$ cat src/rtl/bill_acceptor_if.sv
// Bill-acceptor signal bundle: vend/sensor side is the master, the acceptor is the slave.
interface bill_acceptor_if #(
  parameter int CREDIT_W = 4
);
  logic                bill_raw;
  logic                cancel;
  logic                consume;
  logic [1:0]          consume_amt;
  logic                dollar;
  logic                reject;
  logic                consume_ok;
  logic                consume_err;
  logic                change_pulse;
  logic [CREDIT_W-1:0] credit;
  logic                busy;

  modport master (
    output bill_raw, cancel, consume, consume_amt,
    input  dollar, reject, consume_ok, consume_err, change_pulse, credit, busy
  );

  modport slave (
    input  bill_raw, cancel, consume, consume_amt,
    output dollar, reject, consume_ok, consume_err, change_pulse, credit, busy
  );
endinterface

$ cat src/rtl/bill_acceptor.sv
// Payment front end: synchronises/debounces the bill sensor, keeps a saturating
// credit balance debited by the vend logic, and pays change back as a paced pulse train.
module bill_acceptor #(
  parameter int DEBOUNCE_CYCLES = 16,
  parameter int CREDIT_W        = 4,
  parameter int MAX_CREDIT      = 9,
  parameter int REFUND_GAP      = 8
) (
  input  logic             clk,
  input  logic             rst_n,
  bill_acceptor_if.slave   bus
);

  localparam logic [7:0]          DB_LAST = 8'(DEBOUNCE_CYCLES - 1);
  localparam logic [CREDIT_W-1:0] MAX_C   = CREDIT_W'(MAX_CREDIT);
  localparam int                  GAP_W   = (REFUND_GAP > 1) ? $clog2(REFUND_GAP) : 1;
  localparam logic [GAP_W-1:0]    GAP_LD  = GAP_W'(REFUND_GAP - 1);

  typedef enum logic [1:0] {DB_LOW, DB_RISE, DB_HIGH, DB_FALL} db_state_t;
  typedef enum logic [1:0] {IDLE, REFUND, GAP} main_state_t;

  logic                sync_p0, sync_p1;
  db_state_t           db_state;
  logic [7:0]          cnt;
  logic                s;
  logic                accept;

  main_state_t         state;
  logic [GAP_W-1:0]    gap_cnt;
  logic [CREDIT_W-1:0] credit;
  logic                dollar, reject, consume_ok, consume_err, change_pulse, busy;

  logic [CREDIT_W-1:0] amt_ext, debit, credit_idle;
  logic                can_pay, can_add;

  assign s = sync_p1;
  // The accept fires on the same edge the counter would reach DEBOUNCE_CYCLES.
  assign accept = (db_state == DB_RISE) && s && (cnt == DB_LAST);

  always_ff @(posedge clk) begin
    if (!rst_n) begin
      sync_p0  <= 1'b0;
      sync_p1  <= 1'b0;
      db_state <= DB_LOW;
      cnt      <= 8'd0;
    end else begin
      sync_p0 <= bus.bill_raw;
      sync_p1 <= sync_p0;
      case (db_state)
        DB_LOW: if (s) begin
          db_state <= DB_RISE;
          cnt      <= 8'd1;
        end
        DB_RISE: begin
          if (!s) begin
            db_state <= DB_LOW;
            cnt      <= 8'd0;
          end else if (cnt == DB_LAST) begin
            db_state <= DB_HIGH;
            cnt      <= 8'd0;
          end else begin
            cnt <= cnt + 8'd1;
          end
        end
        DB_HIGH: if (!s) begin
          db_state <= DB_FALL;
          cnt      <= 8'd1;
        end
        DB_FALL: begin
          if (s) begin
            db_state <= DB_HIGH;
            cnt      <= 8'd0;
          end else if (cnt == DB_LAST) begin
            db_state <= DB_LOW;
            cnt      <= 8'd0;
          end else begin
            cnt <= cnt + 8'd1;
          end
        end
        default: begin
          db_state <= DB_LOW;
          cnt      <= 8'd0;
        end
      endcase
    end
  end

  // Debit is judged against the pre-accept balance; the add is gated the same way, so no wrap.
  always_comb begin
    amt_ext     = CREDIT_W'(bus.consume_amt);
    can_pay     = (amt_ext <= credit);
    can_add     = (credit < MAX_C);
    debit       = (bus.consume && can_pay) ? amt_ext : '0;
    credit_idle = credit - debit + CREDIT_W'(accept && can_add);
  end

  always_ff @(posedge clk) begin
    if (!rst_n) begin
      state        <= IDLE;
      gap_cnt      <= '0;
      credit       <= '0;
      dollar       <= 1'b0;
      reject       <= 1'b0;
      consume_ok   <= 1'b0;
      consume_err  <= 1'b0;
      change_pulse <= 1'b0;
      busy         <= 1'b0;
    end else begin
      dollar       <= 1'b0;
      reject       <= 1'b0;
      consume_ok   <= 1'b0;
      consume_err  <= 1'b0;
      change_pulse <= 1'b0;
      case (state)
        IDLE: begin
          busy <= 1'b0;
          if (bus.cancel && credit != '0) begin
            state       <= REFUND;
            reject      <= accept;
            consume_err <= bus.consume;
          end else begin
            dollar      <= accept && can_add;
            reject      <= accept && !can_add;
            consume_ok  <= bus.consume && can_pay;
            consume_err <= bus.consume && !can_pay;
            credit      <= credit_idle;
          end
        end
        REFUND: begin
          busy         <= 1'b1;
          reject       <= accept;
          consume_err  <= bus.consume;
          change_pulse <= 1'b1;
          credit       <= credit - CREDIT_W'(1);
          if (credit == CREDIT_W'(1)) begin
            state <= IDLE;
          end else begin
            state   <= GAP;
            gap_cnt <= GAP_LD;
          end
        end
        GAP: begin
          busy        <= 1'b1;
          reject      <= accept;
          consume_err <= bus.consume;
          if (gap_cnt == '0) state <= REFUND;
          else               gap_cnt <= gap_cnt - GAP_W'(1);
        end
        default: state <= IDLE;
      endcase
    end
  end

  assign bus.dollar       = dollar;
  assign bus.reject       = reject;
  assign bus.consume_ok   = consume_ok;
  assign bus.consume_err  = consume_err;
  assign bus.change_pulse = change_pulse;
  assign bus.credit       = credit;
  assign bus.busy         = busy;

endmodule

$ cat src/flat_wrapper.sv
// flat-port wrapper written by rule: the top's interface ports become plain ports
module bill_acceptor_flat 
#(
  parameter int DEBOUNCE_CYCLES = 16,
  parameter int CREDIT_W        = 4,
  parameter int MAX_CREDIT      = 9,
  parameter int REFUND_GAP      = 8
)
  (clk, rst_n, bus_bill_raw, bus_cancel, bus_consume, bus_consume_amt, bus_dollar, bus_reject, bus_consume_ok, bus_consume_err, bus_change_pulse, bus_credit, bus_busy);
  bill_acceptor_if #(.CREDIT_W(CREDIT_W)) bus_i ();
  input  logic clk;
  input  logic rst_n;
  input wire logic [$bits(bus_i.bill_raw)-1:0] bus_bill_raw;
  input wire logic [$bits(bus_i.cancel)-1:0] bus_cancel;
  input wire logic [$bits(bus_i.consume)-1:0] bus_consume;
  input wire logic [$bits(bus_i.consume_amt)-1:0] bus_consume_amt;
  output wire logic [$bits(bus_i.dollar)-1:0] bus_dollar;
  output wire logic [$bits(bus_i.reject)-1:0] bus_reject;
  output wire logic [$bits(bus_i.consume_ok)-1:0] bus_consume_ok;
  output wire logic [$bits(bus_i.consume_err)-1:0] bus_consume_err;
  output wire logic [$bits(bus_i.change_pulse)-1:0] bus_change_pulse;
  output wire logic [$bits(bus_i.credit)-1:0] bus_credit;
  output wire logic [$bits(bus_i.busy)-1:0] bus_busy;
  assign bus_i.bill_raw = bus_bill_raw;
  assign bus_i.cancel = bus_cancel;
  assign bus_i.consume = bus_consume;
  assign bus_i.consume_amt = bus_consume_amt;
  assign bus_dollar = bus_i.dollar;
  assign bus_reject = bus_i.reject;
  assign bus_consume_ok = bus_i.consume_ok;
  assign bus_consume_err = bus_i.consume_err;
  assign bus_change_pulse = bus_i.change_pulse;
  assign bus_credit = bus_i.credit;
  assign bus_busy = bus_i.busy;
  bill_acceptor #(.DEBOUNCE_CYCLES(DEBOUNCE_CYCLES), .CREDIT_W(CREDIT_W), .MAX_CREDIT(MAX_CREDIT), .REFUND_GAP(REFUND_GAP)) u_core (.clk(clk), .rst_n(rst_n), .bus(bus_i));
endmodule
$ cat config.mk
export PLATFORM = sky130hd
export DESIGN_NAME = bill_acceptor_flat
export DESIGN_NICKNAME = d
export VERILOG_FILES = /design/src/rtl/bill_acceptor_if.sv /design/src/rtl/bill_acceptor.sv /design/src/flat_wrapper.sv
export SDC_FILE = /design/constraint.sdc
export NUM_CORES = 1
export LEC_CHECK = 0
export BUFFER_PORTS_ARGS = -buffer_cell sky130_fd_sc_hd__buf_4
export CORE_ASPECT_RATIO = 0.7
export CORE_UTILIZATION = 40
export CTS_CLUSTER_SIZE = 8
export DETAILED_ROUTE_END_ITERATION = 16
export PLACE_DENSITY_LB_ADDON = 0.05
export RECOVER_POWER = 25
export SLEW_MARGIN = 10
export SYNTH_ARGS = -nofsm -noshare
export SYNTH_HDL_FRONTEND = slang
export SYNTH_SLANG_ARGS = --single-unit
$ cat constraint.sdc
create_clock -name clk -period 3.1 [get_ports clk]
set_input_delay 0.93 -clock clk [delete_from_list [all_inputs] [get_ports clk]]
set_output_delay 0.93 -clock clk [all_outputs]
set_load 0.02 [all_outputs]
==> impl_results.md <==
- CTS Buffer Depth: 2
- Final period util: a little over nine tenths
- Drt pass-1 iters: 4
- WP data arrival: 3.14 ns
- Syn nets: 206
- Rows: 18
- Die Y: 55.38 um
- Synthesized flop and latch total: 27
- Syn Area/Cell: between 9 and 10 um2
- Sequential share of the synthesized area: approximately 33%
- Crit start category: input pin
- FMAX: about 330 MHz
- Synth Area in Adders: about 16%
- Vias in the first global route: between 1k and 1.5k
- Count of final max-slew check failures: 0
- Pin count of the biggest net entering global routing: 16
- Area growth from synthesis to layout: 16.30%
- Initial drt markers: 86
- Placement Setup Slack: -0.1863 ns
- R2R Setup Slk: 0.29 ns
- Actual slew at the worst max-slew pin: between 0.5 and 0.6 ns
- Post-synthesis simple-gate area fraction: ~18%
- Vias/cell: approximately 5.3
- Vias: roughly 1.3k
- Worst-skew pair later-pin latency: roughly 0.27 ns
- Wire length per cell: roughly 15 um
- Slew HR: between 60% and 70%
- Die extent in x: ~80 um
- # hold bufs at CTS: 0
- Initial antenna violation count: 0
- Total CTS buffers: 3
- Critical Path Sink Type: flop
- Fin nets: around 230
- Synthesized area: approximately 1600 um2
- Post-synth top flop: dfxtp_1
- Leak pwr: just over 0.0008 uW
- Crit path capture: u_core.bus.credit[1]
- Critical Path RT: roughly 3.2 ns
- Largest family of logic cells by synthesized area: compound AO/OA/AOI/OAI gates
- N_diodes: 0
- Internal power: 926.2 uW
- Asr flop ratio synth: 0%
- Xor-xnor portion of the synthesized cell area: under 10%
- Sw Pwr: 704.9 uW
- Fin. Hold Viols: 0
- Clock share of power: approximately an eighth
- Clk_skew: approximately 0.011 ns
- GR Util All Layers: about a fifth
- Die area: about 4300 um2
- Synth Warn #: 0
- Fillers: 367
- Initial core utilization: 44.07%
- Sw Share: between 40% and 50%
- Core ar.: around 3700 um2
- Clk root buf: clkbuf_8
- I/O pin count: 17
- CTS tree: yes
- Clock Pin Slew Worst Setup and Hold Paths: ~0.09 ns
- Critical R2R Launch: u_core.bus.credit[1]
- Gate Count Post-Synth: around 180
- Hpwl dp: slightly below 3000 um
- Reg-to-reg endpoint: u_core.bus.credit[1]
- Mux cell area share after synthesis: a little over 3%
- Htree depth: 1
- RSZ-0062 raised after global routing: yes
- Combinational share of power: 58.5%
- Clock period minus worst slack: between 3 and 4 ns
- Port bufs: 16
- GPL Wtd Cong: just under 0.9
- Pwr Density: 861.6 nW/um2
- Status: finished, final reports clean
- Final setup fails: 0
- VDD IR max: 0.0004533 V
- CTS Sinks: 27
- Count of cell types in the netlist: 50
- Compound-Gate Fraction of Synth Area: between 20% and 30%
- DRC: 0
- Routed WL: 3686 um
- Power, Total: between 1500 and 2000 uW
- Total grt overflow: 0
- Detail Route Antenna Nets: 0
- Share of cells above drive strength 1: between 10% and 20%
- Max-cap violations: 0
- Post-synth EDFFs: 0
- First-pass GRT wire length: 6348 um
- Sequential group share of total power: around 30%
- Crit Path Class: in -> reg
- Peak fanout along the critical path: 2
- FF-to-FF path depth: 14
- Hold WC Path Type: reg -> reg
- Worst setup path startpoint: bus_consume_amt[1]
- Worst setup margin: between 0.09 and 0.1 ns
per-layer routing:
layer	track usage, %	part of all wire, %	wire [um]
met3	4.959	5.2	192
met2	27.82	43	1602
met1	27.02	51	1880
met4	3.704	0.27	10
met5	0	0	0
stage by stage:
step / hold WS (ns) / utilization (%) / TNS, ns / area [um2] / cells
after global routing: 0.5024 / 51.25 / -0.1005 / 1893 / 248
after global placement: 0.4229 / 49.05 / -0.2652 / 1812 / 243
final: 0.4599 / 51.25 / 0 / 1893 / 248
after floorplan: 0.4119 / - / 0 / 1628 / 179
after detailed placement: 0.4463 / 49.05 / -0.5260 / 1812 / 243
after CTS: 0.4723 / 50.27 / 0 / 1857 / 247
final cells by class:
| type | instances | area [um2] | share of cell area [%] |
|---|---|---|---|
| multi-input cells | 128 | 1016 | 53.67 |
| flip-flops and latches | 27 | 540.5 | 28.55 |
| repair buffers | 20 | 157.7 | 8.328 |
| inverters | 19 | 71.32 | 3.767 |
| well taps | 50 | 62.56 | 3.305 |
| clock buffers | 4 | 45.04 | 2.379 |
cells in the mapped netlist (all sizes together) (2+ instances only):
| library cell | instances | area share, % |
|---|---|---|
| dfxtp | 27 | 33 |
| ha | 19 | 15 |
| inv | 19 | 4.4 |
| nor2 | 18 | 4.2 |
| a21oi | 8 | 2.7 |
| nand2 | 7 | 1.6 |
| o21ai | 6 | 2.1 |
| a31oi | 5 | 1.9 |
| and3 | 5 | 1.9 |
| mux2i | 5 | 3.1 |
| nand3 | 5 | 1.8 |
| xor2 | 5 | 2.7 |
| clkbuf | 4 | 1.0 |
| nor3 | 4 | 1.2 |
| a2111oi | 3 | 2.8 |
| a21o | 3 | 1.4 |
| xnor2 | 3 | 1.6 |
| a211oi | 2 | 0.92 |
| a21boi | 2 | 0.92 |
| a311oi | 2 | 1.5 |
| and2 | 2 | 0.77 |
| nand2b | 2 | 0.77 |
| nand4 | 2 | 0.77 |
| nor4 | 2 | 1.7 |
| o2111ai | 2 | 1.1 |
| o211ai | 2 | 0.92 |
| o221a | 2 | 1.4 |
layout by cell type (no fill, tap or decap), types with 2 or more instances in the layout:
| master | count |
|---|---|
| a211oi_1 | 2 |
| a21o_1 | 3 |
| a21oi_1 | 6 |
| a21oi_2 | 2 |
| a31oi_1 | 5 |
| and2_1 | 2 |
| and3_1 | 5 |
| buf_4 | 19 |
| clkbuf_8 | 3 |
| dfxtp_1 | 27 |
| ha_1 | 17 |
| inv_1 | 18 |
| mux2i_1 | 5 |
| nand2_1 | 7 |
| nand2b_1 | 2 |
| nand3_1 | 4 |
| nand4_1 | 2 |
| nor2_1 | 17 |
| nor3_1 | 4 |
| o2111ai_1 | 2 |
| o211ai_1 | 2 |
| o21ai_0 | 3 |
| o21ai_1 | 2 |
| o221a_2 | 2 |
| xnor2_1 | 3 |
| xor2_1 | 5 |
power groups by stage:
stage	Sequential [uW]	Combinational (uW)	Clock [uW]
floorplan	516	615	0
global placement	485	873	0
detailed placement	490	923	0
CTS	482	925	205
global route	493	1070	214
finish	483	954	194
registers in the layout, indices dropped and copies added, names as in the netlist, named ones only:
name                     cells
u_core.gap_cnt               3
u_core.sync_p0               1
u_core.bus.busy              1
u_core.bus.credit            4
u_core.bus.consume_err       1
u_core.db_state              1
u_core.bus.reject            1
u_core.bus.dollar            1
u_core.cnt                   8
u_core.state                 2
u_core.bus.consume_ok        1
u_core.bus.change_pulse      1
u_core.s                     1
worst min-delay path by stage:
stage	endpoint	from	depth (start not counted)
after floorplan	u_core.s	u_core.sync_p0	1
after global placement	u_core.s	u_core.sync_p0	1
after detailed placement	u_core.s	u_core.sync_p0	1
after CTS	u_core.s	u_core.sync_p0	1
after global routing	u_core.s	u_core.sync_p0	1
final	u_core.s	u_core.sync_p0	1
timing repair:
action / in CTS / in global routing
setup buffers: 0 / 1
resized for setup: 0 / 7
setup endpoints to repair: 0 / 3
hold endpoints to repair: 0 / 0
worst max-delay path, cell delays in order:
cell,delay (ns)
buf_8,0.10
ha_4,0.23
nor2b_1,0.12
o211ai_1,0.21
nand2_1,0.11
nor2_2,0.12
ha_1,0.23
inv_1,0.06
ha_2,0.17
inv_2,0.04
fa_1,0.52
mux2i_1,0.07
mux2i_1,0.18
nor2_1,0.05
cells by family after synthesis:
family,after synthesis
compound gates,42
xor+xnor,8
fa+ha+maj,20
buf+inv,24
flops,27
mux,5
simple gates,53
Note: power is estimated with default switching activity, not from simulation.
